$ cat src/rtl/mem_host_sequencer.sv
// Host-side loader/runner/readback sequencer for the processor's IRAM and DRAM.
// Define SEQ_CHECKSUM_EN to add the load_sum running checksum output.
module mem_host_sequencer #(
    parameter int ADDR_W      = 9,
    parameter int DATA_W      = 16,
    parameter int RD_LAT      = 2,
    parameter int RUN_TIMEOUT = 1048576
) (
    input  logic              clock,
    input  logic              reset,
    input  logic              cmd_valid,
    output logic              cmd_ready,
    input  logic [1:0]        cmd_op,
    input  logic [ADDR_W-1:0] cmd_base,
    input  logic [ADDR_W-1:0] cmd_count,
    input  logic              wr_valid,
    output logic              wr_ready,
    input  logic [DATA_W-1:0] wr_data,
    output logic              rd_valid,
    input  logic              rd_ready,
    output logic [DATA_W-1:0] rd_data,
    output logic              host_sel,
    output logic [ADDR_W-1:0] mem_addr,
    output logic [DATA_W-1:0] mem_wdata,
    output logic              iram_we,
    output logic              dram_we,
    output logic              dram_re,
    input  logic [DATA_W-1:0] dram_rdata,
    output logic              proc_start,
    input  logic              proc_done,
    output logic              busy,
    output logic              err
`ifdef SEQ_CHECKSUM_EN
    ,
    output logic [DATA_W-1:0] load_sum
`endif
);

    localparam int RUN_W = (RUN_TIMEOUT > 1) ? $clog2(RUN_TIMEOUT) : 1;
    localparam logic [RUN_W-1:0]  RUN_LAST = RUN_W'(RUN_TIMEOUT - 1);
    localparam logic [RUN_W-1:0]  RUN_ONE  = RUN_W'(1);
    localparam logic [2:0]        LAT_LAST = 3'(RD_LAT);
    localparam logic [2:0]        LAT_ONE  = 3'd1;
    localparam logic [ADDR_W-1:0] A_ONE    = ADDR_W'(1);

    typedef enum logic [2:0] {
        S_IDLE,
        S_LOAD,
        S_RUN,
        S_RD_ISSUE,
        S_RD_WAIT,
        S_RD_OUT
    } state_t;

    state_t state_q;
    state_t state_d;

    logic [ADDR_W-1:0] base_q;
    logic [ADDR_W-1:0] cnt_q;
    logic [ADDR_W-1:0] idx_q;
    logic [ADDR_W-1:0] idx_inc;
    logic [ADDR_W-1:0] addr_q;
    logic [DATA_W-1:0] wdata_q;
    logic [DATA_W-1:0] rdata_q;
    logic [RUN_W-1:0]  run_cnt_q;
    logic [2:0]        lat_q;
    logic              dram_sel_q;
    logic              iram_we_q;
    logic              dram_we_q;
    logic              err_q;

    logic accept;
    logic beat;
    logic rd_hs;
    logic timeout;
    logic words_left;

    assign idx_inc    = idx_q + A_ONE;
    assign words_left = (idx_q != cnt_q);

    always_ff @(posedge clock) begin
        if (reset) begin
            state_q <= S_IDLE;
        end else begin
            state_q <= state_d;
        end
    end

    always_comb begin
        state_d = state_q;
        accept  = 1'b0;
        beat    = 1'b0;
        rd_hs   = 1'b0;
        timeout = 1'b0;
        unique case (state_q)
            S_IDLE: begin
                if (cmd_valid) begin
                    accept = 1'b1;
                    unique case (cmd_op)
                        2'd0, 2'd1: begin
                            if (cmd_count != '0) begin
                                state_d = S_LOAD;
                            end
                        end
                        2'd2: state_d = S_RUN;
                        default: begin
                            if (cmd_count != '0) begin
                                state_d = S_RD_ISSUE;
                            end
                        end
                    endcase
                end
            end
            S_LOAD: begin
                beat = wr_valid && words_left;
                // All beats taken: this cycle carries the final strobe.
                if (!words_left) begin
                    state_d = S_IDLE;
                end
            end
            S_RUN: begin
                if (proc_done) begin
                    state_d = S_IDLE;
                end else if (run_cnt_q == RUN_LAST) begin
                    timeout = 1'b1;
                    state_d = S_IDLE;
                end
            end
            S_RD_ISSUE: begin
                state_d = S_RD_WAIT;
            end
            S_RD_WAIT: begin
                if (lat_q == LAT_LAST) begin
                    state_d = S_RD_OUT;
                end
            end
            S_RD_OUT: begin
                if (rd_ready) begin
                    rd_hs = 1'b1;
                    if (idx_inc == cnt_q) begin
                        state_d = S_IDLE;
                    end else begin
                        state_d = S_RD_ISSUE;
                    end
                end
            end
            default: begin
                state_d = S_IDLE;
            end
        endcase
    end

    always_ff @(posedge clock) begin
        if (reset) begin
            base_q     <= '0;
            cnt_q      <= '0;
            idx_q      <= '0;
            addr_q     <= '0;
            wdata_q    <= '0;
            rdata_q    <= '0;
            run_cnt_q  <= '0;
            lat_q      <= '0;
            dram_sel_q <= 1'b0;
            iram_we_q  <= 1'b0;
            dram_we_q  <= 1'b0;
            err_q      <= 1'b0;
        end else begin
            iram_we_q <= 1'b0;
            dram_we_q <= 1'b0;
            if (accept) begin
                base_q     <= cmd_base;
                cnt_q      <= cmd_count;
                idx_q      <= '0;
                dram_sel_q <= cmd_op[0];
                run_cnt_q  <= '0;
                err_q      <= 1'b0;
            end
            if (beat) begin
                addr_q    <= base_q + idx_q;
                wdata_q   <= wr_data;
                iram_we_q <= !dram_sel_q;
                dram_we_q <= dram_sel_q;
                idx_q     <= idx_inc;
            end
            if (state_q == S_RUN) begin
                run_cnt_q <= run_cnt_q + RUN_ONE;
            end
            if (timeout) begin
                err_q <= 1'b1;
            end
            if (state_q == S_RD_ISSUE) begin
                lat_q <= LAT_ONE;
            end
            if (state_q == S_RD_WAIT) begin
                if (lat_q == LAT_LAST) begin
                    rdata_q <= dram_rdata;
                end else begin
                    lat_q <= lat_q + LAT_ONE;
                end
            end
            if (rd_hs) begin
                idx_q <= idx_inc;
            end
        end
    end

`ifdef SEQ_CHECKSUM_EN
    logic [DATA_W-1:0] sum_q;

    always_ff @(posedge clock) begin
        if (reset) begin
            sum_q <= '0;
        end else if (accept && !cmd_op[1]) begin
            sum_q <= '0;
        end else if (beat) begin
            sum_q <= sum_q + wr_data;
        end
    end

    assign load_sum = sum_q;
`endif

    assign cmd_ready  = (state_q == S_IDLE);
    assign busy       = (state_q != S_IDLE);
    assign wr_ready   = (state_q == S_LOAD) && words_left;
    assign rd_valid   = (state_q == S_RD_OUT);
    assign rd_data    = rdata_q;
    assign host_sel   = (state_q != S_RUN);
    assign proc_start = (state_q == S_RUN);
    assign dram_re    = (state_q == S_RD_ISSUE);
    assign iram_we    = iram_we_q;
    assign dram_we    = dram_we_q;
    assign mem_wdata  = wdata_q;
    assign err        = err_q;
    // Reads present their address combinationally; writes use the beat's latched address.
    assign mem_addr   = (state_q == S_RD_ISSUE) ? (base_q + idx_q) : addr_q;

endmodule
$ cat config.mk
export PLATFORM = sky130hd
export DESIGN_NAME = mem_host_sequencer
export DESIGN_NICKNAME = d
export VERILOG_FILES = /design/src/rtl/mem_host_sequencer.sv
export SDC_FILE = /design/constraint.sdc
export NUM_CORES = 1
export LEC_CHECK = 0
export BUFFER_PORTS_ARGS = -buffer_cell sky130_fd_sc_hd__buf_2
export CAP_MARGIN = 10
export CORE_UTILIZATION = 45
export CTS_CLUSTER_DIAMETER = 40
export DETAILED_ROUTE_END_ITERATION = 6
export GPL_ROUTABILITY_DRIVEN = 0
export PLACE_DENSITY = 0.73
export SYNTH_ARGS = -nofsm -noshare
export SYNTH_HDL_FRONTEND = slang
export SYNTH_SLANG_ARGS = --single-unit
$ cat constraint.sdc
create_clock -name clock -period 2.65 [get_ports clock]
set_input_delay 0.265 -clock clock [delete_from_list [all_inputs] [get_ports clock]]
set_output_delay 0.265 -clock clock [all_outputs]
set_load 0.02 [all_outputs]
==> impl_metrics.ini <==
[final_layout]
finalNetCount = 777
drive_gt1_share_pct = 21.9
syn2layout_area_growth_pct = 19.3
seqCellArea_sq_um = 1970
final_cells = 847
fillers = 973
multi_input_area_sq_um = 2610
n_antenna_cell = 0

[drt]
wirelength_microns = 11900
dr_total_vias = 4658
detail_route.wl_per_cell_microns = 14.0
drt_iter0_drc = 295
viasPerCell = 5.50
ant_nets = 0
drcViolationCount = 0
firstDrtPassIters = 5

[synth]
synth_top_area_cell = dfxtp_1
syn_avg_cell_area_sq_um = 7.79
synth_commonest_cells = nand2_1 (152), dfxtp_1 (98), a21oi_1 (92), nor2_1 (32), clkbuf_1 (23)
synth.area.top_cells = dfxtp_1 (42%), nand2_1 (12%), a21oi_1 (9.7%)
synth_top_area_share_pct = 41.5
syn-num-nets = 678
synthCells = 607
ys_seq_area_share_pct = 41.5
netlist_area_sq_um = 4730
ys_warn_count = 0
synthFlopType = dfxtp_1
synth_most_common_cell = nand2_1
synth_cell_types = 57
ys_async_sr_fraction_pct = 0
synth_edf_count = 0
ys_ff_latch = 98

[setup_path]
critPathSlowestCell = dfxtp_4
cp-start-kind = flip-flop
cpLargestDelayFamily = compound AO/OA/AOI/OAI gates
slowest_delay_ns = 0.37
crit_required_ns = 2.38
path_cells = ha_4, fa_2, a21o_1, a221o_1, o21a_1, xnor2_2, o21ai_1, buf_4
worstPathArrival_ns = 2.42
endpoint_kind = primary output
cp_num_buf_inv = 1
crit_fanout = 2
path_class = reg2out

[timing]
fin_skew_ns = 0.0147
rsz0062_at_grt = yes
setup_ws_ns = -0.0313
relSlewSlack_pct = 57.0
setup_viol = 1
min_period_ns = 2.68
hold_viol_final = 0
finalCritPeriodShare_pct = 101
report.final.slew_viol_count = 0
fmax_mhz = 373
worst_pin_slew_ns = 0.640

[clock_tree]
clock-sinks = 98
clk_path_buf_depth = 2
cts_made_buffers = 9
path_clk_slew_ns = 0.11
insertion_delay_ns = 0.37
cts_tree = done
postCtsHoldBufs = 0
htreeDepth = 3
root_buffer = clkbuf_8

[pwr]
leakage_uw = 0.00231
seq_power_share_pct = 43.3
total_power_uw = 3860
clkPwrFrac_pct = 27.3
switching_power_uw = 1410
switching_share_pct = 36.5
intPower_uw = 2450
combPwrFrac_pct = 29.4
power_per_cell_area_nw_per_um2 = 685
ir_drop_mv = 0.299

[status]
status = finished, violations left
violations = negative setup slack

[floorplanning]
rows = 37
die_h_microns = 104
fp.dieW_microns = 104
start_util_pct = 46.2
core_region_area_sq_um = 10200
die_area_sq_um = 10900
io-pin-count = 109

[place]
place_inst = 828
portBuffers = 108
dp_hpwl_microns = 8560
dpl_worst_slack_ns = 0.179

[hold_path]
hp-class = in2reg

[global_route]
antenna_found_initial = 0
grt_usage_pct = 21.9
grt_first_pass_wirelength_microns = 19700
grt_max_degree = 33
grt_pass1_vias = 4222
grt_overflow = 0

[job]
cap_violations = 0
-- power by group through the flow --
| stage | Combinational, uW | Clock (uW) | Sequential [uW] |
|---|---|---|---|
| finish | 1140 | 1050 | 1670 |
| global placement | 1080 | 0 | 1700 |
| detailed placement | 1110 | 0 | 1710 |
| global route | 1250 | 1130 | 1690 |
| floorplan | 796 | 0 | 1710 |
| CTS | 1130 | 1060 | 1670 |
-- worst reg2reg max path, cell delays in order, from the launching register on --
cell and delay, ns:
dfxtp_4 0.37, buf_4 0.16, xor2_1 0.18, or4_4 0.53, o31ai_4 0.30, buf_4 0.35
a21oi_1 0.12, o21ai_1 0.13, a21oi_1 0.07
-- stage by stage --
step	utilization (%)	instance area (sq um)	hold slack, ns	setup TNS (ns)
after floorplan	-	4730	0.401	0
after global placement	52.4	5360	0.438	0
after detailed placement	52.4	5360	0.444	0
after CTS	54.9	5620	0.108	-0.0345
after global routing	55.1	5640	0.0950	-0.205
final	55.1	5640	0.112	-0.0313
-- cell families after synthesis --
logic type / after synthesis / share of synthesized area (%)
mux: 2 / 0.450
compound gates: 155 / 19.3
xor+xnor: 24 / 4.45
flops: 98 / 41.5
fa+ha+maj: 13 / 3.60
buf+inv: 42 / 3.92
simple gates: 273 / 26.7
-- what timing repair did --
action,4_1_cts,5_1_grt
endpoints found under the setup margin,2,3
pin swaps,4,3
gates resized for setup,9,4
setup buffers,1,2
-- flip-flops by register name, indices dropped and copies added (netlist names), 3 cells and up --
signal,flops
run_cnt_q,20
mem_wdata,16
rd_data,16
addr_q,9
base_q,9
cnt_q,9
idx_q,9
lat_q,3
state_q,3
-- placed cells by master (no fill, tap or decap), types with 12 or more instances in the layout --
| cell | Yosys | layout |
|---|---|---|
| dfxtp_1 | 98 | 93 |
| o21ai_1 | 11 | 12 |
| nand3_1 | 21 | 21 |
| nand2_1 | 152 | 152 |
| buf_2 | 3 | 107 |
| nor2_1 | 32 | 32 |
| xor2_1 | 12 | 12 |
| buf_4 | 4 | 14 |
| a21oi_1 | 92 | 92 |
-- worst paths after layout --
path	from	endpoint	slack, ns	cells past startpoint
max reg2reg	idx_q[0]	idx_q[2]	0.35	8
max	idx_q[0]	mem_addr[8]	-0.03	8
min reg2reg	rd_data[8]	rd_data[8]	0.46	2
min	dram_rdata[4]	rd_data[4]	0.11	3
-- routing by layer --
| layer | global-route usage, % | share of wire [%] |
|---|---|---|
| met2 | 36.6 | 46 |
| met4 | 8.06 | 2.0 |
| met3 | 3.95 | 6.1 |
| met1 | 28.0 | 46 |
| met5 | 0 | 0 |
-- area by class of cell --
| class | instances | area share (%) |
|---|---|---|
| multi-input combinational | 467 | 46.3 |
| sequential | 98 | 34.9 |
| timing repair buffer | 121 | 11.4 |
| tap | 136 | 3.02 |
| clock buffer | 9 | 2.20 |
| clock inverter | 7 | 1.64 |
| inverter | 9 | 0.599 |
No activity file was read; power rests on OpenSTA's default activity.
